===== src/rtl/pos_cell_arbiter.sv =====
// pos_cell_arbiter: shares one cell position RAM between a force-eval
// reader that streams the whole cell and a motion-update writer.
//
// Ports:
//   clk, rst              sole clock, synchronous active-high reset
//   rd_req                level request to stream the cell (sampled in IDLE)
//   rd_busy               stream in progress
//   rd_data/rd_valid      streamed particle positions and qualifier
//   rd_last/rd_done       final word marker and completion pulse
//   wr_req/wr_addr/wr_data  write request, held until wr_ack
//   wr_ack/wr_err         write grant pulse, out-of-range drop pulse
//   ram_address/ram_data/ram_rden/ram_wren  registered RAM controls
//   ram_q                 RAM read data, two cycles after address/rden
module pos_cell_arbiter #(
    parameter int DATA_WIDTH   = 96,
    parameter int ADDR_WIDTH   = 8,
    parameter int PARTICLE_NUM = 220
) (
    input  logic                  clk,
    input  logic                  rst,
    input  logic                  rd_req,
    output logic                  rd_busy,
    output logic [DATA_WIDTH-1:0] rd_data,
    output logic                  rd_valid,
    output logic                  rd_last,
    output logic                  rd_done,
    input  logic                  wr_req,
    input  logic [ADDR_WIDTH-1:0] wr_addr,
    input  logic [DATA_WIDTH-1:0] wr_data,
    output logic                  wr_ack,
    output logic                  wr_err,
    output logic [ADDR_WIDTH-1:0] ram_address,
    output logic [DATA_WIDTH-1:0] ram_data,
    output logic                  ram_rden,
    output logic                  ram_wren,
    input  logic [DATA_WIDTH-1:0] ram_q
);

    typedef enum logic [2:0] {
        IDLE,
        RD_CNT,
        RD_WAIT,
        RD_STREAM,
        RD_DRAIN,
        WR
    } state_t;

    // Largest usable count (word 0 holds the count itself).
    localparam logic [ADDR_WIDTH-1:0] MAX_N    = ADDR_WIDTH'(PARTICLE_NUM - 1);
    // One extra bit so a RAM depth of 2**ADDR_WIDTH still fits.
    localparam logic [ADDR_WIDTH:0]   WR_LIMIT = (ADDR_WIDTH + 1)'(PARTICLE_NUM);

    state_t                state;
    state_t                state_nx;
    logic                  last_wr;
    logic                  last_wr_nx;
    // Distinguishes the first and second cycle of RD_WAIT / RD_DRAIN.
    logic                  second;
    logic                  second_nx;
    logic [ADDR_WIDTH-1:0] cnt;
    logic [ADDR_WIDTH-1:0] cnt_nx;
    logic [ADDR_WIDTH-1:0] addr_nx;
    logic [DATA_WIDTH-1:0] data_nx;
    logic                  rden_nx;
    logic                  wren_nx;
    logic                  ack_nx;
    logic                  err_nx;
    logic                  done_nx;
    logic                  grant_rd;
    logic                  grant_wr;
    logic                  wr_in_range;
    logic [ADDR_WIDTH-1:0] q_count;
    logic [ADDR_WIDTH-1:0] n_clamped;
    logic                  stream_issue;
    logic                  stream_final;
    // Two-stage delay matching RAM read latency for valid and last.
    logic [1:0]            v_pipe;
    logic [1:0]            l_pipe;

    assign q_count      = ram_q[ADDR_WIDTH-1:0];
    assign n_clamped    = (q_count > MAX_N) ? MAX_N : q_count;
    assign wr_in_range  = ({1'b0, wr_addr} < WR_LIMIT);
    assign stream_issue = (state == RD_STREAM);
    assign stream_final = stream_issue && (ram_address == cnt);

    assign rd_data  = ram_q;
    assign rd_valid = v_pipe[1];
    assign rd_last  = l_pipe[1];
    assign rd_busy  = (state == RD_CNT) || (state == RD_WAIT) ||
                      (state == RD_STREAM) || (state == RD_DRAIN);

    always_comb begin
        state_nx   = state;
        last_wr_nx = last_wr;
        second_nx  = 1'b0;
        cnt_nx     = cnt;
        addr_nx    = '0;
        data_nx    = '0;
        rden_nx    = 1'b0;
        wren_nx    = 1'b0;
        ack_nx     = 1'b0;
        err_nx     = 1'b0;
        done_nx    = 1'b0;
        grant_rd   = 1'b0;
        grant_wr   = 1'b0;

        unique case (state)
            IDLE: begin
                // On a tie, the side that did not win last time goes.
                grant_rd = rd_req && (!wr_req || last_wr);
                grant_wr = wr_req && !grant_rd;
                if (grant_rd) begin
                    state_nx   = RD_CNT;
                    last_wr_nx = 1'b0;
                    rden_nx    = 1'b1;
                end else if (grant_wr) begin
                    state_nx   = WR;
                    last_wr_nx = 1'b1;
                    ack_nx     = 1'b1;
                    if (wr_in_range) begin
                        wren_nx = 1'b1;
                        addr_nx = wr_addr;
                        data_nx = wr_data;
                    end else begin
                        err_nx = 1'b1;
                    end
                end
            end
            RD_CNT: begin
                state_nx = RD_WAIT;
            end
            RD_WAIT: begin
                if (!second) begin
                    second_nx = 1'b1;
                end else begin
                    // Word 0 is on ram_q now.
                    cnt_nx = n_clamped;
                    if (n_clamped == '0) begin
                        state_nx = IDLE;
                        done_nx  = 1'b1;
                    end else begin
                        state_nx = RD_STREAM;
                        rden_nx  = 1'b1;
                        addr_nx  = ADDR_WIDTH'(1);
                    end
                end
            end
            RD_STREAM: begin
                if (ram_address == cnt) begin
                    state_nx = RD_DRAIN;
                end else begin
                    rden_nx = 1'b1;
                    addr_nx = ram_address + ADDR_WIDTH'(1);
                end
            end
            RD_DRAIN: begin
                if (!second) begin
                    second_nx = 1'b1;
                end else begin
                    state_nx = IDLE;
                    done_nx  = 1'b1;
                end
            end
            WR: begin
                state_nx = IDLE;
            end
            default: begin
                state_nx = IDLE;
            end
        endcase
    end

    always_ff @(posedge clk) begin
        if (rst) begin
            state       <= IDLE;
            last_wr     <= 1'b1;
            second      <= 1'b0;
            cnt         <= '0;
            ram_address <= '0;
            ram_data    <= '0;
            ram_rden    <= 1'b0;
            ram_wren    <= 1'b0;
            wr_ack      <= 1'b0;
            wr_err      <= 1'b0;
            rd_done     <= 1'b0;
            v_pipe      <= '0;
            l_pipe      <= '0;
        end else begin
            state       <= state_nx;
            last_wr     <= last_wr_nx;
            second      <= second_nx;
            cnt         <= cnt_nx;
            ram_address <= addr_nx;
            ram_data    <= data_nx;
            ram_rden    <= rden_nx;
            ram_wren    <= wren_nx;
            wr_ack      <= ack_nx;
            wr_err      <= err_nx;
            rd_done     <= done_nx;
            v_pipe      <= {v_pipe[0], stream_issue};
            l_pipe      <= {l_pipe[0], stream_final};
        end
    end

endmodule


===== config.mk =====
export PLATFORM = sky130hd
export DESIGN_NAME = pos_cell_arbiter
export DESIGN_NICKNAME = d
export VERILOG_FILES = /design/src/rtl/pos_cell_arbiter.sv
export SDC_FILE = /design/constraint.sdc
export NUM_CORES = 1
export LEC_CHECK = 0
export CORE_AREA = 2 2 162 164
export CTS_CLUSTER_DIAMETER = 150
export DETAILED_ROUTE_END_ITERATION = 7
export DIE_AREA = 0 0 164 166
export SETUP_SLACK_MARGIN = 0.05
export SLEW_MARGIN = 20
export SYNTH_ARGS = -nofsm -noshare
export SYNTH_HDL_FRONTEND = slang
export SYNTH_SLANG_ARGS = --single-unit

===== constraint.sdc =====
create_clock -name clk -period 4.2 [get_ports clk]
set_clock_uncertainty 0.1 [all_clocks]
set_input_delay 0.42 -clock clk [delete_from_list [all_inputs] [get_ports clk]]
set_output_delay 0.42 -clock clk [all_outputs]
set_load 0.01 [all_outputs]

---- Word-level counts from Yosys, hierarchy flattened ----
Index checks and enable logic that the tools add are counted.
storage, ports and cells
  register bits after elaboration ......... 126
  latch bits .............................. 0
  bits in writable memories ............... 0
  bits in read-only memories .............. 0
  input bits .............................. 204
  output and inout port bits .............. 208
  word-level logic and storage cells ...... 79
  memories kept ........................... 0
operators by class
  add/subtract/negate cells ............... 1
  $mul .................................... 0
  div/mod/pow operators ................... 0
  order comparisons ....................... 2
  equal/unequal tests ..................... 9
  shifts and indexed selects .............. 0
  muxes and demuxes ....................... 30
  bitwise operators ....................... 4
  reduce and logical (&&, ||, !) cells .... 20
operators by type and width
  kind                                                              count
  8-bit 2-to-1 mux                                                  5
  8-bit case mux with 3 select lines                                1
  1-bit 2-to-1 mux                                                  15
  3-bit 2-to-1 mux                                                  5
  3-bit case mux with 5 select lines                                1
  8-bit by 1-bit adder with 8-bit output (second input constant)    1
  8-bit == test                                                     1
  8-bit greater-than comparator (second input constant)             1
  8-bit logical NOT                                                 1
  8-bit < comparator (second input constant)                        1
  3-bit by 2-bit == test with 1-bit output (second input constant)  2
  5-bit OR reduction                                                1
  1-bit logical OR                                                  4
  2-bit != test (second input constant)                             2
  1-bit inverter                                                    4
  2-bit AND reduction                                               2
  4-bit AND reduction                                               1
  2-bit OR reduction                                                2
  4-bit OR reduction                                                1
  3-bit by 1-bit == test with 1-bit output (second input constant)  1
  3-bit == test (second input constant)                             1
  1-bit logical AND                                                 3
  3-bit logical NOT                                                 1
  3-bit != test (second input constant)                             1
  7 further kinds                                                   8

---- Logic depth before layout (Yosys ltp) ----
Gate-level depths: netlist of the first run.
  word-level depth ........................ 8
  gate-level depth with buffers ........... 6
  mapped depth without buffers ............ 4

---- Least setup slack after synthesis of the first run ----
OpenSTA, ideal clock, no wires.
  path kind ............................... input to register
  start ................................... in ram_q[2]
  end ..................................... reg state[1]
  setup time .............................. 0.132 ns
  data arrival time ....................... 1.340 ns
  required time ........................... 3.968 ns
  slack ................................... 2.627 ns
  stages on the path ...................... 4
  buffers on the path ..................... 0
  path through ............................ or4_1 nor2_1 a311o_1 a21oi_1
between the ends
  word-level cells in the longest chain between the ends .. 6
ends and longest elaborated chain
  element                                 line  text
  from (decl)                             36    input logic [DATA_WIDTH-1:0] ram_q
  8-bit greater-than comparator           81    assign n_clamped = (q_count > MAX_N) ? MAX_N : q_count;
  8-bit 2-to-1 mux (*)                    81
  8-bit logical NOT (*)                   138   if (n_clamped == '0) begin
  2-bit 2-to-1 mux (*)                    138
  3-bit 2-to-1 mux (*)                    133   if (!second) begin
  3-bit case mux with 5 select lines (*)  107   unique case (state)
  to (signal assigned)                    189   state <= state_nx;
  to (decl)                               53    state_t state;
Mark *: on every way between the ends. The rest lies on a longest branch, timed or not. The select of a mux whose other input is x is not followed.
A chain may end at the register's enable or synchronous reset.

---- Worst setup path after layout of the first run ----
  start ................................... reg state[0]
  end ..................................... out rd_busy
between the ends
  word-level cells in the longest chain between the ends .. 4
  elaborated cells on any way between the ends .. 7
  those cells by class .................... eq/ne (4); reduce/logical (3)
ends and longest elaborated chain
  element                                                                                               line  text
  3-bit by 1-bit == test with 1-bit output or 3-bit by 2-bit == test with 1-bit output (tied branches)  89    assign rd_busy = (state == RD_CNT) || (state == RD_WAIT) ||
  1-bit logical OR (2 in series)                                                                        89
  1-bit logical OR (*)                                                                                  90    (state == RD_STREAM) || (state == RD_DRAIN);
  to (decl)                                                                                             22    output logic rd_busy,
Mark *: on every way between the ends. The rest lies on a longest branch, timed or not.

==> summary by stage, run 1 <==
Clock network
The total of hold buffers inserted after clock tree synthesis is 0. The clock sink count is 126. The CTS tree is done. The clock root buffer is sky130_fd_sc_hd__clkbuf_16. The CTS buffer count is 17. The number of gates resized after CTS was 0.

The H-tree generated during clock tree synthesis spans 4 levels. Once the clock tree was built, the setup fixing pass inserted 0 buffers. The register clock-pin slew on the reported worst setup and hold paths is 0.06 ns. The insertion delay of the later-clocked pin in the worst-skew pair is 0.41 ns. The longest clock path from root to sink contains 2 buffers.

Detailed routing
Before antenna repair, the detailed router went through 6 iterations. The total vias in the final route is 3,449. After detailed routing, the average wire length per cell comes to 15.5 µm.

In the routed layout, each cell is associated on average with a via count of 3.63. The routed design has 14,700 µm of wire. After detailed routing, the number of remaining DRC violations is 0. The number of routed nets with antenna violations is 0. After the first detailed-routing iteration, the DRC count stood at 123.

Layout
The post-route netlist has 6.54% of its cells at a drive strength greater than 1. The area used by sequential logic in the layout is 2520 µm². The post-route standard cell area excluding fillers is 7280 µm².

The count of filler cells inserted in the layout is 2,666. The number of nets in the finished design is 804. From synthesis to final layout, the design area changed by 53.8%. For this run, the share of the core covered by cells in the final layout is 28.4%.

Summing all multi-input logic gate instances after layout gives 1340 µm². The number of non-filler instances in the completed layout is 949.

Synthesis
The share of the Yosys chip area taken by registers is 53.3%. Counting every instance in the synthesized netlist gives 455. The synthesized net count is 660. The mean instance size in the synthesized netlist is 10.4 µm².

The distinct cell type count of the synthesized netlist is 41. The synthesized design contains 126 register bits. The primary flip-flop cell chosen by synthesis mapping is sky130_fd_sc_hd__dfxtp_1. The proportion of netlist area held by the largest area contributor is 53.3%. The total of warnings raised by yosys is 0.

By area the synthesized netlist is led by sky130_fd_sc_hd__dfxtp_1 (53%), sky130_fd_sc_hd__buf_4 (15%), sky130_fd_sc_hd__and2_1 (13%). The library cell with the highest instance count after synthesis is sky130_fd_sc_hd__dfxtp_1. The commonest cells after synthesis are sky130_fd_sc_hd__dfxtp_1 (126), sky130_fd_sc_hd__buf_4 (97), sky130_fd_sc_hd__and2_1 (96). Of all cell types, the one taking the most synthesized area is sky130_fd_sc_hd__dfxtp_1. The number of enable flip-flop cells after synthesis is 0.

The mapped netlist covers 4730 µm². Counting flops with an async set or reset pin after synthesis yields a share of 0%.

Power and ir drop
The analysis attributes to cell leakage a power of 2.73 nW. Power spread over the standard cell area amounts to 495 nW/µm². IR analysis of the VDD net gives a maximum drop of 211 µV.

Outcome
The run finished with clean final reports.

Worst hold path
The tightest min-delay check is of the flip-flop to flip-flop type.

Critical path
The worst setup path is launched from a flip-flop. The largest fanout of any net on the critical path is 11. The critical-path cell with the highest stage delay is sky130_fd_sc_hd__dfxtp_1. STA puts the critical path data arrival time at 1.86 ns. For the worst setup path, the data required time is 3.68 ns. The delay contributed by the slowest stage of the critical path is 0.61 ns. Traced cell by cell, the critical path runs through nor2_1, xnor2_1, clkdlybuf4s50_1. The critical path is of the flip-flop to output pin type.

The kind of capture point of the worst setup path is an output pin.

Global route
The first global-routing pass estimated 21,700 µm of wire. The via count of the first global-routing pass is 3,554. Across every metal layer, demand over resource in global routing totals 10.8%. The total overflow reported by the global router is 0.

The largest net degree at the start of global routing is 63. The initial antenna violation count came to 2.

STA
The worst path in the final design needs a cycle of 2.38 ns, including I/O delays and setup. At the pin with the least slew margin, the transition time is 0.801 ns. The tightest hold path in the finished design has a slack of 0.341 ns. The final setup TNS is 0 ns. Setup repair after global routing left no endpoint under its margin. The part of the cycle the worst path needs is 56.7%. Setup violations remaining at the end of the flow were counted as 0.

The max-slew headroom at the worst pin is 46.4%. The final-report hold violation count is 0. Derived from the worst setup path, the maximum achievable clock frequency is 420 MHz. The count of final max-slew check failures is 0.

Floorplanning
The area of the core is 25,600 µm². In this run the vertical extent of the chip is 166 µm. In this run the core area contains 59 standard-cell rows. The width of the chip is 164 µm.

The initial utilization of the core area, before any placement, comes to 18.5%. The floorplan step defined a die boundary enclosing 27,200 µm². The I/O pin total is 412.

Place
The placed instance count is 915. The placed instances occupy a cell area of 6670 µm². Routability-driven placement finished with a final weighted congestion of 0.716. Port buffering added 235 buffers. The wire-length estimate of the detail-placed layout is 11,100 µm.

Job
The total of max-cap violations is 0.
-- sequential cells by signal, indices dropped and copies added, names as in the netlist --
| name | count |
|---|---|
| v_pipe | 2 |
| second | 1 |
| ram_rden | 1 |
| ram_address | 8 |
| l_pipe | 2 |
| cnt | 8 |
| rd_done | 1 |
| wr_ack | 1 |
| wr_err | 1 |
| state | 3 |
| ram_data | 96 |
| ram_wren | 1 |
| last_wr | 1 |
-- power breakdown --
part           switching (mW)  internal [mW]
clock network           0.621          0.895
registers              0.0954           1.31
logic                   0.273          0.407
total                   0.989           2.61
-- layout by cell type, fill, tap and decap left out, types with 2 or more instances in the layout --
cell type / count
sky130_fd_sc_hd__a31oi_1: 4
sky130_fd_sc_hd__diode_2: 2
sky130_fd_sc_hd__nor2_1: 17
sky130_fd_sc_hd__dfxtp_1: 126
sky130_fd_sc_hd__bufinv_16: 2
sky130_fd_sc_hd__and2_1: 96
sky130_fd_sc_hd__xnor2_1: 11
sky130_fd_sc_hd__clkdlybuf4s50_1: 235
sky130_fd_sc_hd__nand4_1: 2
sky130_fd_sc_hd__nor3_1: 6
sky130_fd_sc_hd__clkbuf_16: 17
sky130_fd_sc_hd__o21ai_0: 3
sky130_fd_sc_hd__a21oi_1: 7
sky130_fd_sc_hd__buf_4: 3
sky130_fd_sc_hd__o2bb2ai_1: 6
sky130_fd_sc_hd__nor4_1: 2
sky130_fd_sc_hd__inv_8: 2
sky130_fd_sc_hd__nor2b_1: 5
sky130_fd_sc_hd__nand3_1: 8
sky130_fd_sc_hd__clkinvlp_4: 4
sky130_fd_sc_hd__xor2_1: 5
sky130_fd_sc_hd__inv_1: 5
sky130_fd_sc_hd__inv_6: 6
sky130_fd_sc_hd__nand2_1: 14
sky130_fd_sc_hd__or4_1: 2
sky130_fd_sc_hd__and3_1: 4
-- logic make-up after synthesis --
| logic type | share of synthesized area [%] |
|---|---|
| DFF | 53.3 |
| and+or+nand+nor | 20.4 |
| adders and majority gates | 0.264 |
| xor gates and xnor gates | 2.96 |
| AOI/OAI and AO/OA | 4.63 |
| buffers and inverters | 18.4 |
-- worst paths after layout --
kind,slack [ns],cells after the start,to,from
setup / recovery,1.82,3,rd_busy,state[0]
hold / removal,0.34,1,v_pipe[1],v_pipe[0]
setup reg to reg,2.29,5,ram_data[62],state[2]
hold reg to reg,0.34,1,v_pipe[1],v_pipe[0]
-- layout make-up --
type / instances / share of cell area (%)
Sequential cell: 126 / 34.7
Timing Repair Buffer: 238 / 32.6
Multi-Input combinational cell: 211 / 18.4
Clock buffer: 17 / 5.84
Tap cell: 335 / 5.76
Clock inverter: 15 / 2.39
Inverter: 5 / 0.258
Antenna cell: 2 / 0.0688
-- metal layers --
layer | wire [µm] | share of wire [%] | GRT usage [%] | vias up
met5 | 0 | 0 | 0 | -
met4 | 407 | 2.8 | 5.61 | 0
met3 | 1210 | 8.2 | 4.42 | 47
met2 | 7210 | 49 | 18.1 | 165
met1 | 5870 | 40 | 11.5 | 1593
li1 | - | - | - | 1644
-- metrics by stage --
step / power (mW) / setup WS (ns)
after global placement: 2.12 / 1.65
after detailed placement: 2.12 / 1.61
after floorplan: 1.85 / 2.63
after CTS: 3.68 / 1.79
after global routing: 3.80 / 1.66
final: 3.60 / 1.82
-- critical path: cells and delay by family (launching register included) --
kind	cells	cell delay, ns
xor+xnor	1	0.15
buf+inv	1	0.56
flops	1	0.61
simple gates	1	0.14
No activity file was read; power rests on OpenSTA's default activity.
==> inputs of run 2 (changes only) <==
==> constraint.sdc (replaced) <==
create_clock -name clk -period 2.3 [get_ports clk]
set_clock_uncertainty 0.1 [all_clocks]
set_input_delay 0.23 -clock clk [delete_from_list [all_inputs] [get_ports clk]]
set_output_delay 0.23 -clock clk [all_outputs]
set_load 0.01 [all_outputs]
==> run 2 against run 1 <==
- sequential share of layout area about the same
- global-route usage grew 0.20 points
- combinational power up 85%
- highest routed layer unchanged
- setup slack got worse by 1.6 ns
- non-clock buffer count increased by 2
==> summary by stage, run 2 (synthesis gave the netlist of run 1 again) <==
Outcome
Run status: complete, no violations (unchanged).

Clock network
The CTS tree is done (unchanged). The number of buffers inserted to repair setup after CTS is 0 (unchanged). The depth of the CTS H-tree is 4 (unchanged). The insertion delay of the later-clocked pin in the worst-skew pair is 0.40 ns (was 0.41 ns). The CTS buffer count was 17 (unchanged). The clock sink count was 126 (unchanged).

The clock root buffer is sky130_fd_sc_hd__clkbuf_16 (unchanged). The number of buffers on the longest clock path is 2 (unchanged). The register clock-pin slew on the reported worst setup and hold paths is 0.06 ns (about the same). The total of hold buffers inserted after clock tree synthesis is 0 (unchanged).

Place
The count of buffers from port buffering came to 235 (unchanged). The worst slack after detailed placement is 0.168 ns (was 1.61 ns). The global placer's final weighted congestion is 0.748 (was 0.716).

The post-detailed-placement half-perimeter wirelength is 11,200 µm (was 11,100 µm). The post-place instance area came to 6700 µm² (was 6670 µm²).

Detailed routing
The first-pass iteration count of the detailed router came to 4 (was 6). The number of routed nets with antenna violations is 0 (unchanged). The wire length after detailed routing came to 14,900 µm (was 14,700 µm). The total vias in the final route is 3,360 (was 3,449). The routed wirelength normalized by instance count is 15.7 µm (was 15.5 µm). The post-route DRC violation count came to 0 (unchanged).

The number of vias per cell was 3.54 (was 3.63). The number of DRC markers in iteration 0 was 116 (was 123).

Power and ir drop
The combinational fraction of design power came to 19.5% (was 18.9%). The switching part of the total came to 27.4% (about the same). The net switching power of the design came to 1.77 mW (was 0.989 mW). The power density of the placed cells is 888 nW/µm² (was 495 nW/µm²).

The static leakage is 2.74 nW (was 2.73 nW). The power share of the sequential group is 39.9% (was 39.1%). The clock group share of total power was 40.6% (was 42.1%). The worst supply voltage drop on vdd is 303 µV (was 211 µV).

The total internal power was 4.69 mW (was 2.61 mW).

STA
The count of final max-slew check failures is 0 (unchanged). The smallest setup slack after layout is 0.200 ns (was 1.82 ns). RSZ-0062 raised after global routing: false (unchanged). In the finished design, the share of the clock period the worst path needs comes to 91.3%. The final setup TNS was 0 ns (unchanged). The count of endpoints failing setup in the final report is 0 (unchanged). The final-report hold violation count is 0 (unchanged). The worst-margin pin slew is 0.566 ns (was 0.801 ns). Derived from the worst setup path, the maximum achievable clock frequency is 476 MHz. The shortest period the worst path allows is 2.10 ns. The max-slew headroom at the worst pin came to 62.0% (was 46.4%).

Critical path
The end of the worst register-to-register path is ram_data[39] (was ram_data[62]). List of cells traversed by the critical path: xnor2_1, clkdlybuf4s50_1 (was nor2_1, xnor2_1, clkdlybuf4s50_1). The startpoint type of the worst setup path is a flip-flop (unchanged). The critical-path cell with the highest stage delay is sky130_fd_sc_hd__dfxtp_1 (unchanged).

The source of the critical timing path is state[2] (was state[0]). The reg-to-reg startpoint is state[2] (unchanged). The kind of critical path is flip-flop to output pin (unchanged). The data arrival time of the critical path is 1.77 ns (was 1.86 ns).

The depth of the most critical reg-to-reg path is 5 (unchanged). The largest fanout of any net on the critical path was 12 (was 11). The delay contributed by the slowest stage of the critical path is 0.61 ns (about the same). The worst setup slack for register-to-register paths is 0.51 ns (was 2.29 ns). The kind of capture point of the worst setup path is an output pin (unchanged). The endpoint required time on the critical path was 1.97 ns (was 3.68 ns).

Layout
The leading cell type in the layout, fill and taps excluded is sky130_fd_sc_hd__clkdlybuf4s50_1 (unchanged). The final design utilization is 28.4% (about the same). The number of nets in the finished design came to 806 (was 804). The fraction of layout cells with a size suffix above 1 is 7.17% (was 6.54%). The area added between synthesis and finish is 53.8% (about the same). The register ranked first by flip-flop count is ram_data (unchanged). Biggest registers after layout: ram_data (96), cnt (8), ram_address (8) (unchanged). The number of flip-flops under the largest register name is 96 (unchanged). The diode insertion count for antenna repair came to 0 (was 2). The post-route standard cell area excluding fillers is 7280 µm² (about the same). Top library cells by usage in the layout, fill and taps aside: sky130_fd_sc_hd__clkdlybuf4s50_1 (235), sky130_fd_sc_hd__dfxtp_1 (124), sky130_fd_sc_hd__and2_1 (96) (was sky130_fd_sc_hd__clkdlybuf4s50_1 (235), sky130_fd_sc_hd__dfxtp_1 (126), sky130_fd_sc_hd__and2_1 (96)).

Floorplanning
The die footprint is 27,200 µm² (unchanged). The vertical die dimension is 166 µm (unchanged). The initial standard-cell utilization of the core is 18.5% (unchanged).

The I/O pin total is 412 (unchanged). The width of the chip is 164 µm (unchanged). The number of rows created at floorplan was 59 (unchanged). The area of the core is 25,600 µm² (unchanged).

Global route
The global-route total usage across every layer was 11.0% (was 10.8%). The largest net degree at the start of global routing is 80 (was 63). The via count of the first global-routing pass came to 3,563 (was 3,554).

The total overflow reported by the global router was 0 (unchanged). The wire length of the first global-routing pass is 22,000 µm (was 21,700 µm). The initial antenna violation count is 0 (was 2).

Worst hold path
The start point of the worst min-delay path was wr_data[38] (was v_pipe[0]). The worst min-delay path endpoint was ram_data[38] (was v_pipe[1]). The worst min-delay path class was input pin to flip-flop (was flip-flop to flip-flop). The number of stages on the worst hold path is 2 (was 1).

Job
The total of max-cap violations is 0 (unchanged).
-- run 2: cell count changes in the layout (fill, tap and decap cells not counted), sizes merged, moves of 2 or more --
cell / delta
buf: +2
clkinv: +4
diode: -2
inv: -3
-- run 2: how the worst max path moves through the flow --
stage	endpoint	slack, ns	cells past startpoint
after floorplan	ram_data[6]	0.87	6
after global placement	rd_done	0.16	5
after detailed placement	rd_done	0.17	5
after CTS	rd_busy	0.06	3
after global routing	rd_busy	0.11	2
final	rd_busy	0.20	2
-- run 2: layout make-up --
| type | count | area, µm² |
|---|---|---|
| sequential | 126 | 2520 |
| clock inverter | 14 | 133 |
| fill | 2665 | 18300 |
| clock buffer | 18 | 439 |
| inverter | 5 | 18.8 |
| timing repair buffer | 240 | 2400 |
| multi-input combinational | 211 | 1340 |
| tap | 335 | 419 |
-- run 2: layer usage --
metal / GRT usage [%] / part of all wire (%)
met1: 12.0 / 40
met3: 4.12 / 7.3
met5: 0 / 0
met2: 18.7 / 50
met4: 5.15 / 2.8
-- run 2: critical path, delay by kind of cell (launching register included) --
kind,cells,cell delay [ns]
buf+inv,1,0.57
flops,1,0.61
xor+xnor,1,0.18
-- run 2: what timing repair did --
action | 4_1_cts | 5_1_grt
pin swaps | 0 | 0
endpoints found under the setup margin | 1 | 1
gates resized for setup | 1 | 1
-- run 2: power groups by stage --
stage                     logic [mW]  clock network, mW  registers [mW]
after floorplan                0.758                  0            2.62
after global placement          1.28                  0            2.62
after detailed placement        1.28                  0            2.62
after CTS                       1.29               2.73            2.58
after global routing            1.38               2.81            2.61
final                           1.26               2.62            2.58
-- run 2: metrics by stage --
| step | total power, mW | instances | hold slack, ns |
|---|---|---|---|
| 3_3_place_gp | 3.90 | 917 | 0.356 |
| 6_report | 6.46 | 949 | 0.274 |
| 4_1_cts | 6.60 | 949 | 0.246 |
| 3_5_place_dp | 3.90 | 917 | 0.360 |
| 2_1_floorplan | 3.38 | 455 | 0.247 |
| 5_1_grt | 6.80 | 949 | 0.258 |
==> inputs of run 3 (changes only) <==
--- a/config.mk
+++ b/config.mk
@@ -5,6 +5,7 @@
 export SDC_FILE = /design/constraint.sdc
 export NUM_CORES = 1
 export LEC_CHECK = 0
+export CAP_MARGIN = 20
 export CORE_AREA = 2 2 162 164
 export CTS_CLUSTER_DIAMETER = 150
 export DETAILED_ROUTE_END_ITERATION = 7
==> constraint.sdc (replaced) <==
create_clock -name clk -period 2.4 [get_ports clk]
set_clock_uncertainty 0.1 [all_clocks]
set_input_delay 0.24 -clock clk [delete_from_list [all_inputs] [get_ports clk]]
set_output_delay 0.24 -clock clk [all_outputs]
set_load 0.01 [all_outputs]
==> run 3 against run 2 <==
- critical path depth is 1 higher
- via count is 1.6% higher
- wire length is 0.22% higher
- first-iteration DRC count is 6.0% lower
- global-route usage is 0.16 points higher
- critical endpoint unchanged
==> summary by stage, run 3 (synthesis gave the netlist of run 1 again) <==
Outcome
Run status: complete, no violations (unchanged).

Layout
Top library cells by usage in the layout, fill and taps aside: sky130_fd_sc_hd__clkdlybuf4s50_1 (235), sky130_fd_sc_hd__dfxtp_1 (125), sky130_fd_sc_hd__and2_1 (96) (was sky130_fd_sc_hd__clkdlybuf4s50_1 (235), sky130_fd_sc_hd__dfxtp_1 (124), sky130_fd_sc_hd__and2_1 (96)). The post-route standard cell area excluding fillers is 7310 µm² (was 7280 µm²). The number of non-filler instances in the completed layout was 950 (was 949). The footprint of the multi-input gates was 1340 µm² (unchanged). The leading cell type in the layout, fill and taps excluded was sky130_fd_sc_hd__clkdlybuf4s50_1 (unchanged). The count of filler cells inserted in the layout is 2,651 (was 2,665). The area used by sequential logic in the layout is 2520 µm² (about the same). The number of flip-flops under the largest register name is 96 (unchanged). Biggest registers after layout: ram_data (96), cnt (8), ram_address (8) (unchanged). The number of nets in the finished design is 805 (was 806). The register ranked first by flip-flop count is ram_data (unchanged).

The fraction of layout cells with a size suffix above 1 is 6.69% (was 7.17%). The area added between synthesis and finish came to 54.5% (was 53.8%).

Detailed routing
The wire length after detailed routing is 14,900 µm (about the same). The number of vias per cell is 3.59 (was 3.54). The number of routed nets with antenna violations is 0 (unchanged).

The post-route DRC violation count is 0 (unchanged). The total vias in the final route is 3,414 (was 3,360). The number of DRC markers in iteration 0 came to 109 (was 116). The first-pass iteration count of the detailed router is 4 (unchanged). The routed wirelength normalized by instance count is 15.7 µm (about the same).

Critical path
The data arrival time of the critical path is 1.86 ns (was 1.77 ns). The startpoint type of the worst setup path is a flip-flop (unchanged). The cell depth of the worst setup path is 3 (was 2). The count of buffering cells on the critical path with inverters included is 1 (unchanged). The worst setup slack for register-to-register paths is 0.57 ns (was 0.51 ns).

The end of the worst register-to-register path was ram_data[79] (was ram_data[39]). The largest fanout of any net on the critical path is 12 (unchanged). The end point of the critical path is rd_busy (unchanged). The kind of cell adding the most delay to the critical path is flip-flops (unchanged). The kind of critical path was flip-flop to output pin (unchanged). List of cells traversed by the critical path: nor2_1, xnor2_1, clkdlybuf4s50_1 (was xnor2_1, clkdlybuf4s50_1). The source of the critical timing path is state[1] (was state[2]). The kind of capture point of the worst setup path is an output pin (unchanged). The reg-to-reg startpoint is state[2] (unchanged). The endpoint required time on the critical path is 2.06 ns (was 1.97 ns). The critical-path cell with the highest stage delay is sky130_fd_sc_hd__dfxtp_1 (unchanged). The delay contributed by the slowest stage of the critical path is 0.60 ns (was 0.61 ns). The depth of the most critical reg-to-reg path is 5 (unchanged).

Power and ir drop
The static leakage came to 2.75 nW (was 2.74 nW). The worst supply voltage drop on vdd is 474 µV (was 303 µV). The combinational fraction of design power was 19.1% (was 19.5%). The power density of the placed cells is 873 nW/µm² (was 888 nW/µm²). The total internal power is 4.68 mW (was 4.69 mW). The clock group share of total power is 42.2% (was 40.6%).

The net switching power of the design was 1.70 mW (was 1.77 mW). The switching part of the total came to 26.7% (was 27.4%). The power share of the sequential group is 38.7% (was 39.9%).

Clock network
The CTS tree is done (unchanged). The CTS buffer count came to 17 (unchanged). The number of buffers inserted to repair setup after CTS is 0 (unchanged). The clock root buffer is sky130_fd_sc_hd__clkbuf_16 (unchanged).

The insertion delay of the later-clocked pin in the worst-skew pair is 0.40 ns (about the same). The depth of the CTS H-tree is 4 (unchanged). The register clock-pin slew on the reported worst setup and hold paths is 0.07 ns (was 0.06 ns). The number of buffers on the longest clock path was 2 (unchanged).

The clock sink count came to 126 (unchanged).

Place
The worst slack after detailed placement is 0.361 ns (was 0.168 ns). The global placer's final weighted congestion is 0.764 (was 0.748). The post-detailed-placement half-perimeter wirelength came to 11,300 µm (was 11,200 µm). The placed instance count is 916 (was 917). The count of buffers from port buffering is 235 (unchanged). The post-place instance area is 6690 µm² (was 6700 µm²).

Floorplanning
The vertical die dimension is 166 µm (unchanged). The I/O pin total came to 412 (unchanged). The die footprint was 27,200 µm² (unchanged). The area of the core is 25,600 µm² (unchanged). The width of the chip was 164 µm (unchanged). The initial standard-cell utilization of the core is 18.5% (unchanged). The number of rows created at floorplan came to 59 (unchanged).

Global route
The wire length of the first global-routing pass was 22,300 µm (was 22,000 µm). The total overflow reported by the global router was 0 (unchanged). The global-route total usage across every layer was 11.1% (was 11.0%). The largest net degree at the start of global routing is 80 (unchanged). The via count of the first global-routing pass is 3,638 (was 3,563). The initial antenna violation count came to 2 (was 0).

STA
After layout, the worst path uses 91.5% of the clock period. The count of final max-slew check failures is 0 (unchanged). The smallest setup slack after layout is 0.205 ns (was 0.200 ns). The count of endpoints failing setup in the final report is 0 (unchanged).

Based on the critical path, the design can be clocked at up to 455 MHz. The shortest period the worst path allows is 2.20 ns. The final-report hold violation count is 0 (unchanged). The worst-margin pin slew is 0.566 ns (about the same). The max-slew headroom at the worst pin came to 62.0% (about the same). RSZ-0062 raised after global routing: false (unchanged). The final setup TNS is 0 ns (unchanged).

Worst hold path
The worst min-delay path class is input pin to flip-flop (unchanged).

Job
The total of max-cap violations is 0 (unchanged).
run 3: cell types whose count changed in the layout (fill, tap and decap cells not counted), sizes merged:
cell	delta
inv	+1
clkinv	-2
clkinvlp	-1
buf	-1
bufinv	+2
diode	+2
run 3: final cells by class:
| type | count | area share (%) |
|---|---|---|
| flip-flops and latches | 126 | 34.5 |
| clock buffers | 18 | 5.87 |
| multi-input cells | 211 | 18.3 |
| diodes | 2 | 0.0685 |
| clock inverters | 14 | 2.46 |
| repair buffers | 239 | 32.8 |
| well taps | 335 | 5.73 |
| inverters | 5 | 0.257 |
run 3: worst min-delay path by stage:
stage                           start        endpoint  slack (ns)  depth (start not counted)
final                     wr_data[77]    ram_data[77]        0.29                          2
after CTS                 wr_data[50]    ram_data[50]        0.26                          2
after floorplan            wr_addr[1]  ram_address[1]        0.26                          1
after detailed placement    v_pipe[0]       v_pipe[1]        0.36                          1
after global placement      l_pipe[0]       l_pipe[1]        0.35                          1
after global routing      wr_data[46]    ram_data[46]        0.26                          2
run 3: per-layer routing:
layer	vias to the layer above	wire length [µm]	global-route usage [%]
li1	1655	-	-
met1	1541	5790	11.6
met2	166	7330	18.5
met3	52	1350	5.14
met4	0	484	5.91
met5	-	0	0
run 3: per-stage QoR:
step | power, mW | utilization, % | hold slack [ns]
after floorplan | 3.24 | - | 0.257
after global placement | 3.73 | 26.1 | 0.353
after detailed placement | 3.75 | 26.1 | 0.357
after CTS | 6.50 | 28.5 | 0.256
after global routing | 6.71 | 28.5 | 0.262
final | 6.38 | 28.5 | 0.286
run 3: what timing repair did:
action / in CTS / in global routing
resized for setup: 0 / 1
setup endpoints to repair: 0 / 1
hold buffers: 0 / 0
run 3: worst register-to-register path: cells and delay by family (launching register included):
family        cells  cell delay, ns
flops             1            0.45
buf+inv           1            0.23
simple gates      4            0.98
run 3: power by group through the flow:
stage                     sequential [mW]  combinational (mW)  clock (mW)
after floorplan                      2.51               0.726           0
after global placement               2.51                1.22           0
after detailed placement             2.51                1.23           0
after CTS                            2.47                1.24        2.79
after global routing                 2.50                1.34        2.88
final                                2.47                1.22        2.69
